### src/rtl/usr_pkg.sv
// Shared encodings for the command sequencer and the downstream shift register.
package usr_pkg;

  localparam int WIDTH_DEF = 4;
  localparam int PAT_W_DEF = 8;
  localparam int CNT_W_DEF = 4;

  typedef enum logic [1:0] {
    OP_HOLD = 2'b00,
    OP_SHL  = 2'b01,
    OP_SHR  = 2'b10,
    OP_LOAD = 2'b11
  } op_e;

  typedef enum logic {
    ST_IDLE = 1'b0,
    ST_EXEC = 1'b1
  } state_e;

  function automatic logic is_shift(input logic [1:0] op);
    return (op == OP_SHL) || (op == OP_SHR);
  endfunction

endpackage

### src/rtl/usr_cmd_sequencer.sv
// Turns one HOLD/SHL/SHR/LOAD command into a cycle-accurate stream of
// sel/serial_in/inp drives for the universal shift register, then pulses done.
module usr_cmd_sequencer
  import usr_pkg::*;
#(
  parameter int WIDTH = WIDTH_DEF,
  parameter int PAT_W = PAT_W_DEF,
  parameter int CNT_W = CNT_W_DEF
) (
  input  logic             clk,
  input  logic             reset,
  input  logic             cmd_valid,
  output logic             cmd_ready,
  input  logic [1:0]       cmd_op,
  input  logic [CNT_W-1:0] cmd_count,
  input  logic [PAT_W-1:0] cmd_data,
  output logic [1:0]       sel,
  output logic             serial_in,
  output logic [WIDTH-1:0] inp,
  output logic             busy,
  output logic             done
);

  localparam logic [CNT_W-1:0] PAT_MAX = CNT_W'(PAT_W);
  localparam logic [CNT_W-1:0] ONE     = CNT_W'(1);

  state_e           state, state_n;
  logic [CNT_W-1:0] cnt, cnt_n;
  logic [PAT_W-1:0] pat, pat_n;
  logic [1:0]       op_q, op_n;
  logic [1:0]       sel_n;
  logic             ser_n, busy_n, done_n;
  logic [WIDTH-1:0] inp_n;
  logic [CNT_W-1:0] n_eff;

  assign cmd_ready = (state == ST_IDLE);

  // LOAD is always a single beat; other ops are clamped to the pattern width.
  always_comb begin
    if (cmd_op == OP_LOAD)     n_eff = ONE;
    else if (cmd_count > PAT_MAX) n_eff = PAT_MAX;
    else                       n_eff = cmd_count;
  end

  always_comb begin
    state_n = state;
    cnt_n   = cnt;
    pat_n   = pat;
    op_n    = op_q;
    sel_n   = OP_HOLD;
    ser_n   = 1'b0;
    inp_n   = '0;
    busy_n  = 1'b0;
    done_n  = 1'b0;
    case (state)
      ST_IDLE: begin
        if (cmd_valid) begin
          if (n_eff == '0) begin
            done_n = 1'b1;
          end else begin
            // Beat 1 goes out on the accept edge; cnt holds the beats still to come.
            state_n = ST_EXEC;
            busy_n  = 1'b1;
            op_n    = cmd_op;
            sel_n   = cmd_op;
            cnt_n   = n_eff - ONE;
            pat_n   = cmd_data >> 1;
            if (is_shift(cmd_op)) ser_n = cmd_data[0];
            if (cmd_op == OP_LOAD) inp_n = cmd_data[WIDTH-1:0];
          end
        end
      end
      ST_EXEC: begin
        if (cnt == '0) begin
          state_n = ST_IDLE;
          done_n  = 1'b1;
        end else begin
          busy_n = 1'b1;
          sel_n  = op_q;
          cnt_n  = cnt - ONE;
          pat_n  = pat >> 1;
          if (is_shift(op_q)) ser_n = pat[0];
        end
      end
      default: state_n = ST_IDLE;
    endcase
  end

  always_ff @(posedge clk or posedge reset) begin
    if (reset) begin
      state     <= ST_IDLE;
      cnt       <= '0;
      pat       <= '0;
      op_q      <= OP_HOLD;
      sel       <= OP_HOLD;
      serial_in <= 1'b0;
      inp       <= '0;
      busy      <= 1'b0;
      done      <= 1'b0;
    end else begin
      state     <= state_n;
      cnt       <= cnt_n;
      pat       <= pat_n;
      op_q      <= op_n;
      sel       <= sel_n;
      serial_in <= ser_n;
      inp       <= inp_n;
      busy      <= busy_n;
      done      <= done_n;
    end
  end

endmodule

### config.mk
export PLATFORM = sky130hd
export DESIGN_NAME = usr_cmd_sequencer
export DESIGN_NICKNAME = d
export VERILOG_FILES = /design/src/rtl/usr_pkg.sv /design/src/rtl/usr_cmd_sequencer.sv
export SDC_FILE = /design/constraint.sdc
export NUM_CORES = 1
export LEC_CHECK = 0
export ABC_AREA = 0
export CORE_MARGIN = 1
export CORE_UTILIZATION = 42
export CTS_BUF_LIST = sky130_fd_sc_hd__clkbuf_16
export DETAILED_ROUTE_END_ITERATION = 8
export PLACE_DENSITY = 0.74
export SYNTH_ARGS = -nofsm -noshare
export SYNTH_HDL_FRONTEND = slang
export SYNTH_SLANG_ARGS = --single-unit
### constraint.sdc
create_clock -name clk -period 1.6 [get_ports clk]
set_clock_uncertainty 0.05 [all_clocks]
set_input_delay 0.32 -clock clk [delete_from_list [all_inputs] [get_ports clk]]
set_output_delay 0.32 -clock clk [all_outputs]
set_load 0.02 [all_outputs]
## Yosys cells after proc, flatten, opt, wreduce, memory -nomap -nowiden

Cells that the tools add are included.

| operators by class | value |
|---|---|
| add/subtract/negate cells | 2 |
| order comparisons | 1 |
| equality and inequality tests | 8 |
| multiplexer cells | 32 |
| bitwise operators | 2 |
| reduce and logical (&&, ||, !) cells | 6 |

Operators by type and width:

| cell | count |
|---|---|
| $mux 4 | 9 |
| $mux 8 | 3 |
| $pmux 8 s2 | 1 |
| $mux 1 | 11 |
| $logic_not 4->1 | 2 |
| $pmux 4 s2 | 1 |
| $sub 4x1->4 const B | 2 |
| $eq 2x2->1 const B | 3 |
| $mux 2 | 3 |
| $ne 2x2->1 const B | 3 |
| $pmux 1 s2 | 3 |
| $reduce_and 3->1 | 2 |
| $eq 2x1->1 const B | 2 |
| $gt 4x4->1 const B | 1 |
| $pmux 2 s2 | 1 |
| $logic_or 1x1->1 | 2 |
| $not 1->1 | 2 |

| word-level totals | value |
|---|---|
| register bits after elaboration | 23 |
| bits of input ports | 17 |
| output and inout bits | 10 |

## Logic depth before layout (Yosys ltp)

Gate-level depths: netlist (run 1).

| depth | value |
|---|---|
| word-level depth | 7 |
| gate-level depth with buffers | 6 |
| depth with buffers taken out | 6 |

## Worst setup path after synthesis (run 1)

OpenSTA, ideal clock, no wires.

| timing | value |
|---|---|
| path type | input-to-reg |
| start point | input cmd_op[0] |
| end point | register cnt[0] |
| arrival time | 1.680 ns |
| path slack | -0.255 ns |
| stages | 5 |
| cells stage by stage | ha_1 > or4_4 > o21ai_4 > nand2_4 > mux2_4 |

| on the way | value |
|---|---|
| cells in the longest elaborated chain, start to end | 6 |
| elaborated cells on any way between the ends | 9 |

Ends and longest elaborated chain:

| what | line | source |
|---|---|---|
| start, declared | usr_cmd_sequencer.sv:14 | `input logic [1:0] cmd_op,` |
| $eq 2x2->1 (*) | usr_cmd_sequencer.sv:40 | `if (cmd_op == OP_LOAD) n_eff = ONE;` |
| $mux 4 (*) | usr_cmd_sequencer.sv:40 |  |
| $sub 4x1->4 | usr_cmd_sequencer.sv:66 | `cnt_n = n_eff - ONE;` |
| $mux 4 | usr_cmd_sequencer.sv:58 | `if (n_eff == '0) begin` |
| $mux 4 | usr_cmd_sequencer.sv:57 | `if (cmd_valid) begin` |
| $pmux 4 s2 | usr_cmd_sequencer.sv:55 | `case (state)` |
| end signal, assigned | usr_cmd_sequencer.sv:102 | `cnt <= cnt_n;` |
| end, declared | usr_cmd_sequencer.sv:28 | `logic [CNT_W-1:0] cnt, cnt_n;` |

Mark *: on every way between the ends. The rest lies on a longest branch, timed or not. The select of a mux whose other input is x is not followed.
A chain may end at the register's enable or synchronous reset.

## Final worst setup path (run 1)

Same ends and word-level chain as after synthesis.

==> summary.txt, run 1 <==
Routing
  – Routed Antenna Nets: 0
  – Initial DRC count: 20
  – Vias/cell: 5.46
  – Total Wirelength: 3250 µm
  – Vias: 967
  – Routed len/inst: 18.3 µm
  – Drt drc: 0
  – TritonRoute pass-1 iters: 4

Clock network
  – Post-CTS Hold Buffers: 0
  – TritonCTS buffer count: 3
  – Skew-Pair Late Insertion Delay: 0.26 ns
  – CTS sink cnt: 22
  – CTS Root Cell: clkbuf_16
  – Clk slew on worst S/H paths: 0.06 ns
  – H-tree depth: 1
  – TritonCTS clock tree: yes
  – Longest Clk Path Bufs: 2

Cells and area
  – Ant diodes: 0
  – Multi-input logic area: 552 µm²
  – Post-route cell area: 0.00174 mm²
  – Final Util: 0.777
  – Register area: 552 µm²
  – FILL cells: 145
  – Layout area overhead: 72.5%
  – Nets: 169
  – Share of post-route cells with drive strength above 1: 0.396

Synth
  – Mapped Avg Cell Area: 10.3 µm²
  – Post-synth EDFFs: 0
  – Register area share after synthesis: 0.547
  – Async set-reset flop share out of synthesis: 1.00
  – Multiplexer area fraction after synthesis: 0.0547
  – Mapped cell area: 0.00101 mm²
  – Top post-synthesis cells by area: dfrtp_1 (55%), nand2_1 (7.8%), mux2i_1 (4.0%), nor3_1 (4.0%), a21oi_1 (2.5%)
  – Top-area cell type share of the netlist area: 0.547
  – Largest area contributor in the netlist: dfrtp_1
  – Simple-gate share of the synthesized area: 0.225
  – Compound-cell area share of the yosys netlist: 0.0983
  – FF+latch count, synth: 22
  – Syn_nets: 117
  – Synth Instances: 98
  – Post-synth cell types: 31
  – Adder-cell share of the synthesized area: 0.0249
  – Main flop type after synthesis: dfrtp_1
  – YS warnings: 0
  – Post-Synth XOR/XNOR Area: 0.0261
  – Largest family of logic cells by synthesized area: simple AND/OR/NAND/NOR gates

Setup path
  – WP data arrival: 1.79 ns
  – Setup crit start kind: primary input
  – Crit. Startpoint: cmd_op[0]
  – CP Class: in -> reg
  – R2R cell count: 5
  – WP data required: 1.70 ns
  – CP endpoint kind: register
  – Largest fanout on the critical path: 3
  – Reg-to-Reg Start: cnt[1]

Placed design
  – Post-DP HPWL: 1900 µm
  – Pre-CTS setup slack: -0.650 ns
  – Area after DPL: 0.00149 mm²
  – GP Congestion: 0.888
  – Port Buffers: 26

Power and ir drop
  – Pwr Total: 0.00349 W
  – IR Drop Worst-Case VDD: 1.61 mV
  – Static Leak: 0.787 nW
  – PwrDens: 2010 mW/mm²

Timing
  – Hold Slack: 0.245 ns
  – Final worst path period need: 1.70 ns
  – Slew at the pin closest to its max-slew limit: 0.347 ns
  – Final Max Tran Viols: 0
  – Setup WS post-layout: -0.0951 ns
  – Final setup viols: 11
  – Fin crit share: 1.06
  – Final Hold Viols: 0
  – RSZ-0062 raised after global routing: true
  – Max_slew headroom: 0.768
  – Max Clock Freq: 590 MHz

Hold path
  – Hold Crit Depth: 3
  – Hold Path Class: in -> reg
  – Hold_sp: cmd_op[1]

GRT
  – Largest net degree at the start of global routing: 23
  – GRT Residual Overflow: 0
  – First-pass GRT wire length: 4780 µm
  – Vias in the first global route: 976
  – Antenna violations before repair: 0
  – GR Util All Layers: 0.267

Outcome
  – Violated checks: setup timing
  – Status: complete, but fails checks

Floorplanning
  – Io pins: 27
  – Area of the die: 0.00259 mm²
  – Core Area: 0.00223 mm²
  – # rows: 17
  – Die Height: 50.9 µm
  – Die width: 50.9 µm
  – Initial Utilization: 0.450

Job
  – Maxcap violations: 0
## final cells by class
class	instances	area share
Sequential cell	22	0.318
Multi-Input combinational cell	70	0.318
Timing Repair Buffer	50	0.277
Clock buffer	3	0.0433
Tap cell	28	0.0202
Clock inverter	1	0.0173
Inverter	3	0.00649
## kinds of logic after synthesis
logic type,Yosys count
muxes,5
xor gates and xnor gates,3
DFF,22
buffers and inverters,6
and+or+nand+nor,46
AOI/OAI and AO/OA,14
adders and majority gates,2
## cell usage in the layout, fill, tap and decap left out, types with 3 or more instances in the layout
cell / netlist / final
a21oi_2: 0 / 5
buf_4: 0 / 19
buf_6: 0 / 3
clkbuf_16: 0 / 3
clkdlybuf4s50_1: 0 / 19
dfrtp_1: 22 / 21
dlygate4sd2_1: 0 / 3
mux2i_1: 4 / 4
nand2_1: 21 / 21
nand3_1: 3 / 3
nor2_1: 4 / 4
nor3_2: 0 / 5
## per-layer routing
metal / wire length [µm] / vias to the layer above / global-route usage / part of all wire
li1: - / 448 / - / -
met1: 1290 / 471 / 0.311 / 0.40
met2: 1700 / 35 / 0.452 / 0.52
met3: 119 / 13 / 0.0417 / 0.037
met4: 131 / 0 / 0.176 / 0.040
met5: 0 / - / 0 / 0
## final timing paths
path / end / slack, ns
min: sel[1] / 0.24
min reg2reg: pat[6] / 0.48
max in group asynchronous: state / 0.91
max: cnt[0] / -0.1
max reg2reg: pat[2] / 0.02
min in group asynchronous: serial_in / 0.34
## registers in the layout, summed over array words and instances (netlist names)
| register | flops |
|---|---|
| op_q | 2 |
| done | 1 |
| serial_in | 1 |
| sel | 2 |
| cnt | 4 |
| pat | 7 |
| state | 1 |
| inp | 4 |
## power breakdown
group,internal (W),switching [W]
registers,0.000771,0.000184
logic,0.000914,0.000907
clock network,0.000498,0.000217
total,0.00218,0.00131
## through the flow
step,TNS (ns),instances
2_1_floorplan,-0.0926,98
3_3_place_gp,-9.61,168
3_5_place_dp,-10.56,168
4_1_cts,-0.276,176
5_1_grt,-0.659,177
6_report,-0.352,177
## synthesized netlist by cell type, drive strengths merged, types with 2 or more instances
cell type	instances
nand3	3
or4	2
nor3b	2
inv	3
nand2	22
clkbuf	2
a31oi	3
a21oi	5
mux2i	4
xor2	2
o21ai	2
ha	2
nor2	4
dfrtp	22
nor3	8
## what timing repair did
action | 4_1_cts | 5_1_grt
setup endpoints to repair | 19 | 16
pin swaps | 9 | 4
buffers inserted | 3 | 1
gates resized for setup | 34 | 9
gates cloned | 1 | 0
## worst max-delay path, cell delays in order
cell,delay [ns]
buf_8,0.10
ha_4,0.16
or4_4,0.51
buf_6,0.15
o21ai_4,0.19
nand2_4,0.07
mux2_4,0.29
(Power assumes the default switching activity.)
==> inputs of run 2 (changes only) <==
- PLACE_DENSITY: 0.74 -> 0.82
==> run 2 against run 1 <==
The flow still finishes with violations (setup timing). Largest cell class unchanged. Critical endpoint is now pat[1]. First-iteration DRC count rose by 85%. Register-to-register slack got worse by 0.05 ns. Utilization fell by 1.9 points. Via count fell by 1.8%.
==> summary.txt, run 2 (synthesis gave the netlist of run 1 again) <==
Outcome
  – Status: complete, but fails checks
  – Violated checks: setup timing

Timing
  – Fin crit share: 1.03
  – Final Max Tran Viols: 0
  – Final Hold Viols: 0
  – Setup WS post-layout: -0.0431 ns
  – Slew at the pin closest to its max-slew limit: 0.291 ns
  – Max_slew headroom: 0.806
  – Final worst path period need: 1.64 ns
  – Final setup viols: 3
  – RSZ-0062 raised after global routing: true
  – Hold Slack: 0.323 ns
  – Max Clock Freq: 609 MHz

Routing
  – Routed Antenna Nets: 0
  – Drt drc: 0
  – TritonRoute pass-1 iters: 4
  – Vias/cell: 5.40
  – Initial DRC count: 37
  – Total Wirelength: 3110 µm
  – Routed len/inst: 17.6 µm
  – Vias: 950

GRT
  – GR Util All Layers: 0.245
  – First-pass GRT wire length: 4440 µm
  – Antenna violations before repair: 0
  – Largest net degree at the start of global routing: 23
  – Vias in the first global route: 949
  – GRT Residual Overflow: 0

Job
  – Maxcap violations: 0

Setup path
  – Critical Path End: pat[1]
  – CP endpoint kind: register
  – Crit. Startpoint: cmd_op[1]
  – Setup crit start kind: primary input
  – WP data required: 1.69 ns
  – Crit-path cells: buf_8 -> ha_4 -> or4_4 -> o21a_4 -> buf_6 -> nor3_4 -> a21oi_1
  – Reg-to-reg endpoint: cnt[2]
  – Slowest CP cell: or4_4
  – Family with the most delay on the worst path: simple AND/OR/NAND/NOR gates
  – Critical Path Max Stage Delay: 0.52 ns
  – R2R cell count: 6
  – FF-to-FF setup slack: -0.03 ns
  – CP Class: in -> reg
  – WP data arrival: 1.73 ns
  – Reg-to-Reg Start: state
  – Levels on crit path: 7
  – Largest fanout on the critical path: 6
  – Bufs and invs on worst path: 2

Floorplanning
  – Io pins: 27
  – Initial Utilization: 0.450
  – Die width: 50.9 µm
  – Core Area: 0.00223 mm²
  – Die Height: 50.9 µm
  – # rows: 17
  – Area of the die: 0.00259 mm²

Placed design
  – Post-DP HPWL: 1920 µm
  – Area after DPL: 0.00149 mm²
  – Port Buffers: 26
  – Placed insts: 169
  – GP Congestion: 0.815
  – Pre-CTS setup slack: -0.629 ns

Clock network
  – H-tree depth: 1
  – TritonCTS clock tree: yes
  – TritonCTS buffer count: 3
  – CTS Root Cell: clkbuf_16
  – Longest Clk Path Bufs: 2
  – CTS sink cnt: 22
  – Clk slew on worst S/H paths: 0.06 ns
  – Skew-Pair Late Insertion Delay: 0.26 ns

Cells and area
  – Register area: 552 µm²
  – FILL cells: 144
  – Nets: 168
  – Share of post-route cells with drive strength above 1: 0.392
  – Non-filler instance count after layout: 176
  – Post-route cell area: 0.00169 mm²
  – Ant diodes: 0
  – Layout area overhead: 68.3%
  – Most flops, register: pat
  – Biggest regs: pat x7, cnt x4, inp x4
  – Multi-input logic area: 541 µm²
  – Commonest non-fill, non-tap cell in the layout: dfrtp_1
  – Max reg flops: 7
  – Commonest non-fill, non-tap cells in the layout: dfrtp_1 (21), nand2_1 (19), buf_4 (19)

Power and ir drop
  – Sw Pwr: 0.00124 W
  – PwrDens: 2000 mW/mm²
  – Static Leak: 0.795 nW
  – Gate power share: 0.519
  – Pwr Total: 0.00339 W
  – Switch share: 0.367
  – Internal power: 0.00214 W
  – Clk pwr share: 0.210
  – Register share of total power: 0.271
  – IR Drop Worst-Case VDD: 1.21 mV

Hold path
  – Hold Path Class: in -> reg
-- run 2: power groups by stage --
stage	clock [W]	sequential (W)	combinational (W)
after floorplan	0	0.000971	0.000787
after global placement	0	0.000899	0.00141
after detailed placement	0	0.000910	0.00146
after CTS	0.000731	0.000895	0.00155
after global routing	0.000742	0.000935	0.00187
final	0.000710	0.000917	0.00176
-- run 2: what timing repair did --
item / CTS / global route
hold buffers: 0 / 0
pin swaps: 6 / 6
cloned: 0 / 0
setup buffers: 3 / 0
endpoints found under the setup margin: 20 / 14
resized for setup: 27 / 18
-- run 2: area by class of cell --
| class | instances | share of cell area |
|---|---|---|
| clock buffer | 3 | 0.0443 |
| clock inverter | 1 | 0.0177 |
| inverter | 3 | 0.00665 |
| sequential | 22 | 0.326 |
| multi-input combinational | 70 | 0.319 |
| timing repair buffer | 49 | 0.265 |
| tap | 28 | 0.0207 |
-- run 2: worst min-delay path by stage --
stage / start / to / cells after the start
final: cmd_op[0] / op_q[0] / 4
after global routing: cmd_op[1] / sel[1] / 4
after CTS: cmd_op[0] / op_q[0] / 4
after detailed placement: pat[6] / pat[6] / 2
after global placement: pat[6] / pat[6] / 2
after floorplan: reset / cnt[0] / 1
-- run 2: worst reg2reg max path, delay by kind of cell, from the launching register on --
kind,cells,cell delay [ns]
compound gates,2,0.45
flops,1,0.43
fa+ha+maj,1,0.26
buf+inv,1,0.13
simple gates,1,0.13
xor+xnor,1,0.09
-- run 2: stage by stage --
| step | util | setup TNS, ns |
|---|---|---|
| 4_1_cts | 0.733 | -0.0174 |
| 3_3_place_gp | 0.665 | -9.60 |
| 5_1_grt | 0.758 | -0.198 |
| 2_1_floorplan | - | -0.0926 |
| 3_5_place_dp | 0.665 | -10.30 |
| 6_report | 0.758 | -0.0961 |
-- run 2: layer usage --
metal	share of wire	GRT usage	vias to the layer above
met4	0.032	0.148	0
met1	0.40	0.302	471
met2	0.54	0.393	29
met5	0	0	-
li1	-	-	441
met3	0.031	0.0476	9
